<file path="config.mk">
export PLATFORM = sky130hd
export DESIGN_NAME = spi_register_controller
export DESIGN_NICKNAME = d
export VERILOG_FILES = /design/src/rtl/spi_register_controller.sv
export SDC_FILE = /design/constraint.sdc
export NUM_CORES = 1
export LEC_CHECK = 0
export CORE_ASPECT_RATIO = 1.75
export CORE_MARGIN = 2
export CORE_UTILIZATION = 45
export CTS_BUF_LIST = sky130_fd_sc_hd__clkbuf_4
export DETAILED_ROUTE_END_ITERATION = 16
export GPL_TIMING_DRIVEN = 0
export PLACE_DENSITY = 0.81
export SYNTH_ARGS = -nofsm -noshare
export SYNTH_HDL_FRONTEND = slang
export SYNTH_SLANG_ARGS = --single-unit
</file>
<file path="constraint.sdc">
create_clock -name clock -period 2 [get_ports clock]
set_clock_uncertainty 0.05 [all_clocks]
set_input_delay 0.6 -clock clock [delete_from_list [all_inputs] [get_ports clock]]
set_output_delay 0.6 -clock clock [all_outputs]
set_load 0.01 [all_outputs]
</file>
<file path="src/rtl/spi_register_controller.sv">
// spi_register_controller
//   Serves register-slot bytes to an SPI peripheral. DECODE maps an opcode to
//   a slot (OPCODE_BASE + i -> slot i). The slot's enable is raised and its
//   byte is held until the peripheral consumes it. After one re-arm cycle the
//   same slot is re-read. Unknown opcodes answer 'hFF with error set.
//
//   Optional feature: define SPI_REGISTER_TIMEOUT_EN to bound the wait for
//   slot data to TIMEOUT_CYCLES cycles. A timeout ends in the error state.
//
// Ports
//   clock, reset_n     : clock (rising edge), asynchronous active-low reset
//   opcode             : transaction opcode, sampled once in DECODE
//   opcode_valid       : high for the whole transaction (chip-select)
//   byte_request       : 1-cycle pulse, current response byte consumed
//   response_data      : byte returned to the peripheral
//   response_valid     : response_data is valid
//   error              : unknown opcode or timeout in this transaction
//   byte_count         : bytes consumed this transaction, saturates at 255
//   reg_enable         : one-hot slot enable
//   reg_data           : slot i byte on [8i+7:8i]
//   reg_data_valid     : slot i byte valid
module spi_register_controller #(
  parameter int unsigned N_REGS         = 4,
  parameter logic [7:0]  OPCODE_BASE    = 8'hDB,
  parameter int unsigned TIMEOUT_CYCLES = 255
) (
  input  logic                clock,
  input  logic                reset_n,
  input  logic [7:0]          opcode,
  input  logic                opcode_valid,
  input  logic                byte_request,
  output logic [7:0]          response_data,
  output logic                response_valid,
  output logic                error,
  output logic [7:0]          byte_count,
  output logic [N_REGS-1:0]   reg_enable,
  input  logic [8*N_REGS-1:0] reg_data,
  input  logic [N_REGS-1:0]   reg_data_valid
);

  localparam int unsigned IDX_W = (N_REGS > 1) ? $clog2(N_REGS) : 1;

  if (N_REGS < 1 || N_REGS > 16 || TIMEOUT_CYCLES < 1 || TIMEOUT_CYCLES > 65535) begin : g_bad_params
    $error("spi_register_controller: parameter out of range");
  end

  typedef enum logic [2:0] {
    IDLE,
    DECODE,
    WAIT,
    HOLD,
    REARM,
    ERROR
  } state_t;

  state_t             state, state_next;
  logic [IDX_W-1:0]   slot, slot_next;
  logic [7:0]         data_next;
  logic               valid_next;
  logic               error_next;
  logic [7:0]         count_next;
  logic [N_REGS-1:0]  enable_next;

  logic [7:0]         decode_offset;
  logic               decode_hit;
  logic [N_REGS-1:0]  decode_onehot;
  logic [N_REGS-1:0]  slot_onehot;
  logic [7:0]         count_inc;

`ifdef SPI_REGISTER_TIMEOUT_EN
  localparam logic [15:0] TIMEOUT_LAST = 16'(TIMEOUT_CYCLES - 1);
  logic [15:0] wait_count, wait_count_next;
`endif

  always_ff @(posedge clock or negedge reset_n) begin
    if (!reset_n) begin
      state          <= IDLE;
      slot           <= '0;
      response_data  <= '0;
      response_valid <= 1'b0;
      error          <= 1'b0;
      byte_count     <= '0;
      reg_enable     <= '0;
`ifdef SPI_REGISTER_TIMEOUT_EN
      wait_count     <= '0;
`endif
    end else begin
      state          <= state_next;
      slot           <= slot_next;
      response_data  <= data_next;
      response_valid <= valid_next;
      error          <= error_next;
      byte_count     <= count_next;
      reg_enable     <= enable_next;
`ifdef SPI_REGISTER_TIMEOUT_EN
      wait_count     <= wait_count_next;
`endif
    end
  end

  always_comb begin
    // Modulo-256 difference: opcodes below OPCODE_BASE wrap to large offsets
    // and fall outside the slot range.
    decode_offset = opcode - OPCODE_BASE;
    decode_hit    = 32'(decode_offset) < N_REGS;
    decode_onehot = '0;
    slot_onehot   = '0;
    for (int unsigned i = 0; i < N_REGS; i++) begin
      decode_onehot[i] = (32'(decode_offset) == i);
      slot_onehot[i]   = (32'(slot) == i);
    end
    count_inc = (byte_count == 8'hFF) ? byte_count : byte_count + 8'd1;

    state_next  = state;
    slot_next   = slot;
    data_next   = response_data;
    valid_next  = response_valid;
    error_next  = error;
    count_next  = byte_count;
    enable_next = reg_enable;
`ifdef SPI_REGISTER_TIMEOUT_EN
    wait_count_next = wait_count;
`endif

    if (!opcode_valid) begin
      // Chip-select release wins over everything, including byte_request.
      state_next  = IDLE;
      valid_next  = 1'b0;
      error_next  = 1'b0;
      count_next  = '0;
      enable_next = '0;
    end else begin
      unique case (state)
        IDLE: state_next = DECODE;
        DECODE: begin
          if (decode_hit) begin
            slot_next   = decode_offset[IDX_W-1:0];
            enable_next = decode_onehot;
            state_next  = WAIT;
`ifdef SPI_REGISTER_TIMEOUT_EN
            wait_count_next = '0;
`endif
          end else begin
            state_next  = ERROR;
            data_next   = 8'hFF;
            valid_next  = 1'b1;
            error_next  = 1'b1;
            enable_next = '0;
          end
        end
        WAIT: begin
          if (reg_data_valid[slot]) begin
            data_next  = reg_data[{slot, 3'b000} +: 8];
            valid_next = 1'b1;
            state_next = HOLD;
          end
`ifdef SPI_REGISTER_TIMEOUT_EN
          else if (wait_count == TIMEOUT_LAST) begin
            state_next  = ERROR;
            data_next   = 8'hFF;
            valid_next  = 1'b1;
            error_next  = 1'b1;
            enable_next = '0;
          end else begin
            wait_count_next = wait_count + 16'd1;
          end
`endif
        end
        HOLD: begin
          if (byte_request) begin
            valid_next  = 1'b0;
            enable_next = '0;
            count_next  = count_inc;
            state_next  = REARM;
          end
        end
        REARM: begin
          enable_next = slot_onehot;
          state_next  = WAIT;
`ifdef SPI_REGISTER_TIMEOUT_EN
          wait_count_next = '0;
`endif
        end
        ERROR: begin
          if (byte_request) count_next = count_inc;
        end
        default: state_next = IDLE;
      endcase
    end
  end

endmodule

</file>
==> results of run 1 <==
[power breakdown]
group / leakage (nW) / internal, W / switching (W)
logic: 0.745 / 0.000240 / 0.000177
registers: 0.327 / 0.000578 / 0.0000215
clock network: 0.0177 / 0.0000754 / 0.000166
total: 1.09 / 0.000894 / 0.000365
[state kept, by name, indices dropped and copies added, names as in the netlist]
name,flops
reg_enable,4
slot,2
byte_count,8
response_data,8
state,3
error,1
response_valid,1
[timing repair]
item | in CTS | in global routing
gates cloned | 0 | 0
pin swaps | 1 | 0
setup endpoints to repair | 22 | 12
setup buffers | 5 | 8
resized for setup | 7 | 8
[worst max path at each step]
| stage | to | slack (ns) | cells past startpoint |
|---|---|---|---|
| after floorplan | response_data[1] | 0.11 | 6 |
| after global placement | response_data[1] | -0.73 | 7 |
| after detailed placement | response_data[5] | -0.74 | 7 |
| after CTS | byte_count[0] | 0.03 | 1 |
| after global routing | response_data[5] | 0.005 | 1 |
| final | byte_count[0] | 0.07 | 1 |
[metal layers]
layer / vias to the layer above / track usage, % / share of wire [%]
li1: 803 / - / -
met1: 801 / 26.6 / 38
met2: 79 / 33.9 / 53
met3: 13 / 4.01 / 5.4
met4: 0 / 11.1 / 3.4
met5: - / 0 / 0
[kinds of logic (layout without fill, tap and decap cells)]
group                    Yosys count  count (layout)  share of synthesized area (%)
XOR/XNOR                           2               2                           1.45
flip-flops                        27              27                           39.0
multiplexers                      13              13                           14.1
AO/OA/AOI/OAI                     49              49                           19.0
adder cells (fa/ha/maj)            6               6                           4.34
AND/OR/NAND/NOR                   54              54                           17.8
buffers and inverters             15              99                           4.33
[metrics by stage]
step	total power [W]	utilization [%]	worst slack [ns]	hold WS, ns	cells
after floorplan	0.000804	-	0.110	0.254	166
after global placement	0.000998	67.8	-0.725	0.423	281
after detailed placement	0.00100	67.8	-0.736	0.424	281
after CTS	0.00125	70.1	0.0278	0.455	289
after global routing	0.00133	72.5	0.00491	0.482	296
final	0.00126	72.5	0.0668	0.451	296
[layout by cell type (no fill, tap or decap), types with 2 or more instances in the layout]
master	count
mux2i_1	3
a31oi_1	6
mux4_2	9
ha_1	6
dfrtp_1	27
inv_1	6
and4_1	5
a21o_1	2
nor2_1	10
o31ai_1	3
clkbuf_4	3
buf_2	2
nand3b_1	2
nand3_1	7
buf_4	13
a211oi_2	2
o21ai_0	13
nor2_2	2
nor3b_1	2
a2bb2oi_1	8
or4_1	3
or3_1	3
dlygate4sd2_1	2
nand2_1	8
nor4b_1	2
clkdlybuf4s50_1	64
and2b_1	2
buf_6	2
a21oi_1	8
dlymetal6s2s_1	3
[cell type report]
class / count / area [um^2] / area share, %
inverters: 7 / 30.0 / 1.13
repair buffers: 82 / 793 / 29.9
well taps: 46 / 57.6 / 2.17
multi-input cells: 124 / 1030 / 38.9
clock buffers: 3 / 22.5 / 0.848
clock inverters: 1 / 5.00 / 0.188
flip-flops and latches: 27 / 676 / 25.4
plain buffers: 6 / 40.0 / 1.51
==> impl_metrics.tcl, run 1 <==
set metrics [dict create \
    outcome "complete, no violations" \
    fp.dieArea_um2 4380 \
    criticalPathCategory "reg2out" \
    cp_slowest_cell "clkdlybuf4s50_1" \
    crit_chain "clkdlybuf4s50_1" \
    reg2reg_depth 7 \
    fill_cells 286 \
    vias 1696 \
    post-route-period-util_pct 96.7 \
    clkTransAtPathRegs_ns 0.14 \
    antennaDiodeCount 0 \
    crit_buf_inv 1 \
    clock_latency_ns 0.34 \
    async_flop_share_pct 100 \
    die_w_um 50.9 \
    period_needed_ns 1.93 \
    dp_hpwl_um 3290 \
    max_clock_freq_mhz 517 \
    cp_data_required_time_ns 1.35 \
    whs_path_depth 2 \
    min_to "reg_enable[0]" \
    synth_nets 220 \
    synthFlopType "dfrtp_1" \
    ir_drop_mv 0.372 \
    arrival_ns 1.28 \
    synth_top_cells_by_area "dfrtp_1 (39%), mux4_2 (12%), ha_1 (4.3%)" \
    yosys-top-cells-count "dfrtp_1 (27), o21ai_0 (13), nor2_1 (12), a21oi_1 (9), mux4_2 (9)" \
    ys_types 45 \
    wl_per_cell_um 14.9 \
    final.setup.tns_ns 0 \
    antenna_left 0 \
    setup_viol 0 \
    min_from "reg_enable[0]" \
    cp-startpoint "byte_count[0]" \
    dieHeight_um 86.1 \
    ys_ff_latch 27 \
    via_per_inst 5.73 \
    rrSetupSlack_ns 0.11 \
    holdCritPathClass "reg2reg" \
    io_pins 70 \
    synth_area_per_cell_um2 10.4 \
    worstReg2RegEnd "byte_count[4]" \
    rsz0062_at_grt "no" \
    layout-drive-gt1-share_pct 17.2 \
    power_density_nw_per_um2 474 \
    cts_max_path_buffers 2 \
    cp_slowest_stage_delay_ns 0.55 \
    numCtsBuffers 3 \
    grt_pass1_wl_um 7040 \
    synth_edf_count 0 \
    start_util_pct 47.3 \
    cts_tree "yes" \
    wirelength_um 4400 \
    yosysTopAreaCellShare_pct 39.0 \
    grt_pass1_vias 1541 \
    grt_use_total_pct 21.1 \
    area_growth_pct 53.4 \
    relSlewSlack_pct 20.4 \
    clock_sinks 27 \
    placedInstanceArea_um2 2480 \
    maxCapViolations 0 \
    crit_fanout 3 \
    p_leak_nw 1.09 \
    yosysWarningCount 0 \
    drt_iter0_drc 46 \
    synth_seq_area_share_pct 39.0 \
    final_cell_area_um2 2660 \
    timing.rr.start "byte_count[0]" \
    cp_top_family "buffers and inverters" \
    netlist_area_um2 1730 \
    num-nets-final 305 \
    drcViolationCount 0 \
    io_buffers 69 \
    gp_routability_congestion 0.737 \
    drv_slew 0 \
    holdBufCountCts 0 \
    syn_inst 166 \
    antenna_found_initial 0 \
    core_area_um2 3660 \
    hold_viol_final 0 \
    cts.root.buffer_cell "clkbuf_4" \
    cts_htree_levels 1 \
    fp-row-count 29 \
    worstMarginPinSlew_ns 1.19 \
    first_pass_iters 4 \
    cp-start-kind "flip-flop" \
    end_kind "output pin" \
    yosys.area.top_type "dfrtp_1" \
    synth_most_common_cell "dfrtp_1" \
    grt_overflow 0 \
    grt_max_degree 28 \
]
No activity file was read; power rests on OpenSTA's default activity.
==> run 2: changes to the inputs <==
Settings changed: CORE_UTILIZATION 45 to 48, PLACE_DENSITY 0.81 to 0.86.
Clock period 2 ns to 2.3 ns, I/O delays scaled along.
==> impl_metrics.tcl, run 2 (synthesis gave the netlist of run 1 again) <==
set metrics [dict create \
    power_density_nw_per_um2 429 \
    final.setup.tns_ns 0 \
    cts_max_path_buffers 2 \
    maxCapViolations 0 \
    relSlewSlack_pct 20.0 \
    worstMarginPinSlew_ns 1.20 \
    final_util_pct 74.3 \
    ir_drop_mv 0.311 \
    dp_hpwl_um 3520 \
    core_area_um2 3430 \
    drcViolationCount 0 \
    setup_viol 0 \
    final_cell_area_um2 2550 \
    grt_pass1_vias 1745 \
    area_growth_pct 47.3 \
    seqCellArea_um2 676 \
    layout-drive-gt1-share_pct 12.1 \
    grt_max_degree 28 \
    hold_viol_final 0 \
    cts_htree_levels 1 \
    worstReg2RegEnd "byte_count[4]" \
    numCtsBuffers 3 \
    timing.rr.start "byte_count[0]" \
    rrSetupSlack_ns 0.51 \
    holdBufCountCts 0 \
    vias 1650 \
    post-route-period-util_pct 94.8 \
    min_from "reg_enable[1]" \
    multi_input_area_um2 1010 \
    crit_fanout 6 \
    rsz0062_at_grt "no" \
    reg2reg_depth 6 \
    num-nets-final 295 \
    start_util_pct 50.4 \
    min_to "reg_enable[1]" \
    grt_pass1_wl_um 7580 \
    grt_use_total_pct 23.2 \
    grt_overflow 0 \
    final_cell_mix "clkdlybuf4s50_1 (68), dfrtp_1 (27), o21ai_0 (13), nor2_1 (12), mux4_2 (9)" \
    max_clock_freq_mhz 458 \
    arrival_ns 2.36 \
    drt_iter0_drc 29 \
    cp-start-kind "input port" \
    layout_commonest_cell "clkdlybuf4s50_1" \
    via_per_inst 5.79 \
    die_w_um 49.4 \
    p_leak_nw 1.01 \
    power_w 0.00109 \
    fp.dieArea_um2 4120 \
    clock_latency_ns 0.33 \
    cts_tree "yes" \
    cp_data_required_time_ns 2.48 \
    criticalPathCategory "in2reg" \
    dieHeight_um 83.5 \
    period_needed_ns 2.18 \
    io_pins 70 \
    antenna_found_initial 0 \
    clkTransAtPathRegs_ns 0.14 \
    clock_sinks 27 \
    gp_routability_congestion 0.766 \
    reg_top3 "byte_count: 8 flops, response_data: 8 flops, reg_enable: 4 flops" \
    holdCritPathClass "reg2reg" \
    whs_path_depth 2 \
    end_kind "flip-flop" \
    fill_cells 262 \
    wirelength_um 4420 \
    cts.root.buffer_cell "clkbuf_4" \
    placedInstanceArea_um2 2480 \
    antenna_left 0 \
    io_buffers 69 \
    outcome "complete, no violations" \
    first_pass_iters 4 \
    fp-row-count 28 \
    wl_per_cell_um 15.5 \
    antennaDiodeCount 0 \
    drv_slew 0 \
]
==> run 2: changes by cell type in the layout (fill, tap and decap cells not counted), sizes merged <==
cell,delta
buf,-11
clkbuf,+2
clkdlybuf4s50,+4
clkinvlp,-1
dlygate4sd2,-2
dlymetal6s2s,-2
==> run 2: how the worst max path moves through the flow <==
stage / from / endpoint / slack (ns)
floorplan: opcode[0] / response_data[1] / 0.19
global placement: opcode[0] / response_data[1] / -0.71
detailed placement: opcode[0] / response_data[5] / -0.77
CTS: opcode[0] / slot[1] / 0.05
global route: opcode[1] / slot[1] / 0.02
finish: opcode[1] / slot[1] / 0.12
==> run 2: per-stage QoR <==
stage | hold slack [ns] | std cells | worst slack, ns
after floorplan | 0.344 | 166 | 0.188
after global placement | 0.425 | 280 | -0.712
after CTS | 0.466 | 285 | 0.0497
after global routing | 0.505 | 285 | 0.0201
final | 0.456 | 285 | 0.119
after detailed placement | 0.434 | 280 | -0.766
==> run 2: final cells by class <==
type                            instances  share of cell area (%)
Buffer                                  7                    1.77
Clock buffer                            4                    1.18
Inverter                                7                    1.03
Multi-Input combinational cell        124                    39.6
Sequential cell                        27                    26.5
Tap cell                               45                    2.21
Timing Repair Buffer                   71                    27.8
==> run 2: power by group <==
group	internal (W)	leakage (nW)	switching [W]	total, W
clock	0.0000798	0.0184	0.000140	0.000220
combinational	0.000202	0.669	0.000151	0.000353
sequential	0.000503	0.327	0.0000185	0.000521
total	0.000784	1.01	0.000309	0.00109
==> run 2: critical path, stage by stage <==
cell and delay, ns:
clkdlybuf4s50_1 0.51, ha_1 0.24, nand3b_1 0.20, a21oi_4 0.24, nand3_1 0.16, mux2_2 0.32
==> run 2: metal layers <==
metal  up-vias  wire length (um)  GRT usage (%)
met3        15               167           1.61
met4         0               138           9.60
met2        61              2530           43.7
met5         -                 0              0
li1        785                 -              -
met1       789              1580           26.0
==> run 2: what timing repair did <==
action                                 in CTS  in global routing
setup buffers                               2                  0
endpoints found under the hold margin       0                  0
gates resized for setup                     5                  2
pin swaps                                   1                  1
setup endpoints to repair                  19                  5
==> run 3: changes to the inputs <==
Settings changed: CORE_MARGIN 2 to 5.
==> impl_metrics.tcl, run 3 (synthesis gave the netlist of run 1 again) <==
set metrics [dict create \
    arrival_ns 2.38 \
    fill_cells 289 \
    setup_ws_ns 0.104 \
    hold_viol_final 0 \
    dieHeight_um 89.5 \
    post-route-period-util_pct 95.5 \
    max_clock_freq_mhz 455 \
    vias 1621 \
    wl_met2_um 2640 \
    fp-row-count 29 \
    drcViolationCount 0 \
    dr_wl_met3_um 212 \
    num-nets-final 295 \
    cts_tree "yes" \
    io_pins 70 \
    wirelength_um 4620 \
    core_area_um2 3560 \
    area_growth_pct 47.1 \
    outcome "complete, no violations" \
    p_leak_nw 1.01 \
    criticalPathCategory "in2reg" \
    p_comb_share_pct 32.2 \
    grt_use_total_pct 19.0 \
    relSlewSlack_pct 59.3 \
    rsz0062_at_grt "no" \
    via_per_inst 5.67 \
    cp_data_required_time_ns 2.49 \
    end_kind "flip-flop" \
    layout-drive-gt1-share_pct 12.5 \
    antenna_found_initial 0 \
    fp.dieArea_um2 4960 \
    cts_htree_levels 1 \
    clock_latency_ns 0.33 \
    seq_power_share_pct 47.8 \
    first_pass_iters 4 \
    power_switching_w 0.000307 \
    cts.root.buffer_cell "clkbuf_4" \
    grt_pass1_wl_um 7530 \
    setup_viol 0 \
    wl_per_cell_um 16.2 \
    clkPwrFrac_pct 20.0 \
    ir_drop_mv 0.319 \
    rrSetupSlack_ns 0.52 \
    reg_top3 "byte_count: 8 flops, response_data: 8 flops, reg_enable: 4 flops" \
    antennaDiodeCount 0 \
    clkTransAtPathRegs_ns 0.15 \
    cp-start-kind "input port" \
    seqCellArea_um2 676 \
    top_layer "met4" \
    antenna_left 0 \
    cts_max_path_buffers 2 \
    timing.hold.ws_ns 0.294 \
    dp_hpwl_um 3700 \
    holdCritPathClass "in2async" \
    multi_input_area_um2 1010 \
    drt-met1-wl_um 1680 \
    drt_iter0_drc 33 \
    p_int_w 0.000784 \
    swShare_pct 28.1 \
    layout_commonest_cell "clkdlybuf4s50_1" \
    place_ws_ns -0.762 \
    final_cell_mix "clkdlybuf4s50_1 (67), dfrtp_1 (27), o21ai_0 (13), nor2_1 (12), mux4_2 (9)" \
    drv_slew 0 \
    start_util_pct 48.7 \
    grt_pass1_vias 1645 \
    grt_overflow 0 \
    clock_sinks 27 \
    gp_routability_congestion 0.791 \
    grt_max_degree 28 \
    period_needed_ns 2.20 \
    crit_fanout 6 \
    maxCapViolations 0 \
    io_buffers 69 \
    power_density_nw_per_um2 428 \
    die_w_um 55.4 \
    numCtsBuffers 3 \
    worstMarginPinSlew_ns 0.610 \
]
## run 3: changes by cell type in the layout (fill, tap and decap cells not counted), sizes merged
| cell | before | now |
|---|---|---|
| clkdlybuf4s50 | 68 | 67 |
| buf | 7 | 8 |
## run 3: final timing paths
path / startpoint / endpoint / cells past startpoint
max reg2reg: byte_count[0] / byte_count[7] / 5
min in group clock: error / error / 1
max in group asynchronous: reset_n / response_data[3] / 1
min reg2reg: error / error / 1
min: reset_n / reg_enable[3] / 1
max: opcode[1] / slot[1] / 6
## run 3: power groups by stage
stage,clock network [W],logic (W),registers (W)
final,0.000218,0.000351,0.000521
after global routing,0.000246,0.000381,0.000526
after CTS,0.000223,0.000350,0.000522
after detailed placement,0,0.000343,0.000531
after global placement,0,0.000336,0.000530
after floorplan,0,0.000160,0.000539
## run 3: stage by stage
step	cells	setup TNS (ns)	instance area (um^2)	util, %	total power (W)
floorplan	166	0	1730	-	0.000699
global placement	281	-10.68	2480	69.7	0.000865
detailed placement	281	-11.43	2480	69.7	0.000874
CTS	284	0	2530	71.1	0.00110
global route	286	0	2550	71.6	0.00115
finish	286	0	2550	71.6	0.00109
## run 3: worst max-delay path, cell delays in order
cell	delay, ns
clkdlybuf4s50_1	0.51
ha_1	0.24
nand3b_1	0.21
a21oi_4	0.26
nand3_1	0.15
mux2_2	0.31
## run 3: final cells by class
type | count | area share, %
Tap cell | 46 | 2.26
Multi-Input combinational cell | 124 | 39.6
Sequential cell | 27 | 26.5
Timing Repair Buffer | 71 | 27.6
Inverter | 7 | 1.03
Buffer | 7 | 1.77
Clock buffer | 4 | 1.18
## run 3: timing repair
action,CTS,global route
setup buffers,0,2
gates resized for setup,5,2
gates cloned,0,0
pin swaps,0,1
setup endpoints to repair,19,15
hold buffers,0,0
hold endpoints to repair,0,0
## run 3: routing by layer
metal	vias up	GRT usage, %
li1	781	-
met1	791	19.7
met2	43	37.5
met3	6	1.88
met4	0	9.96
met5	-	0
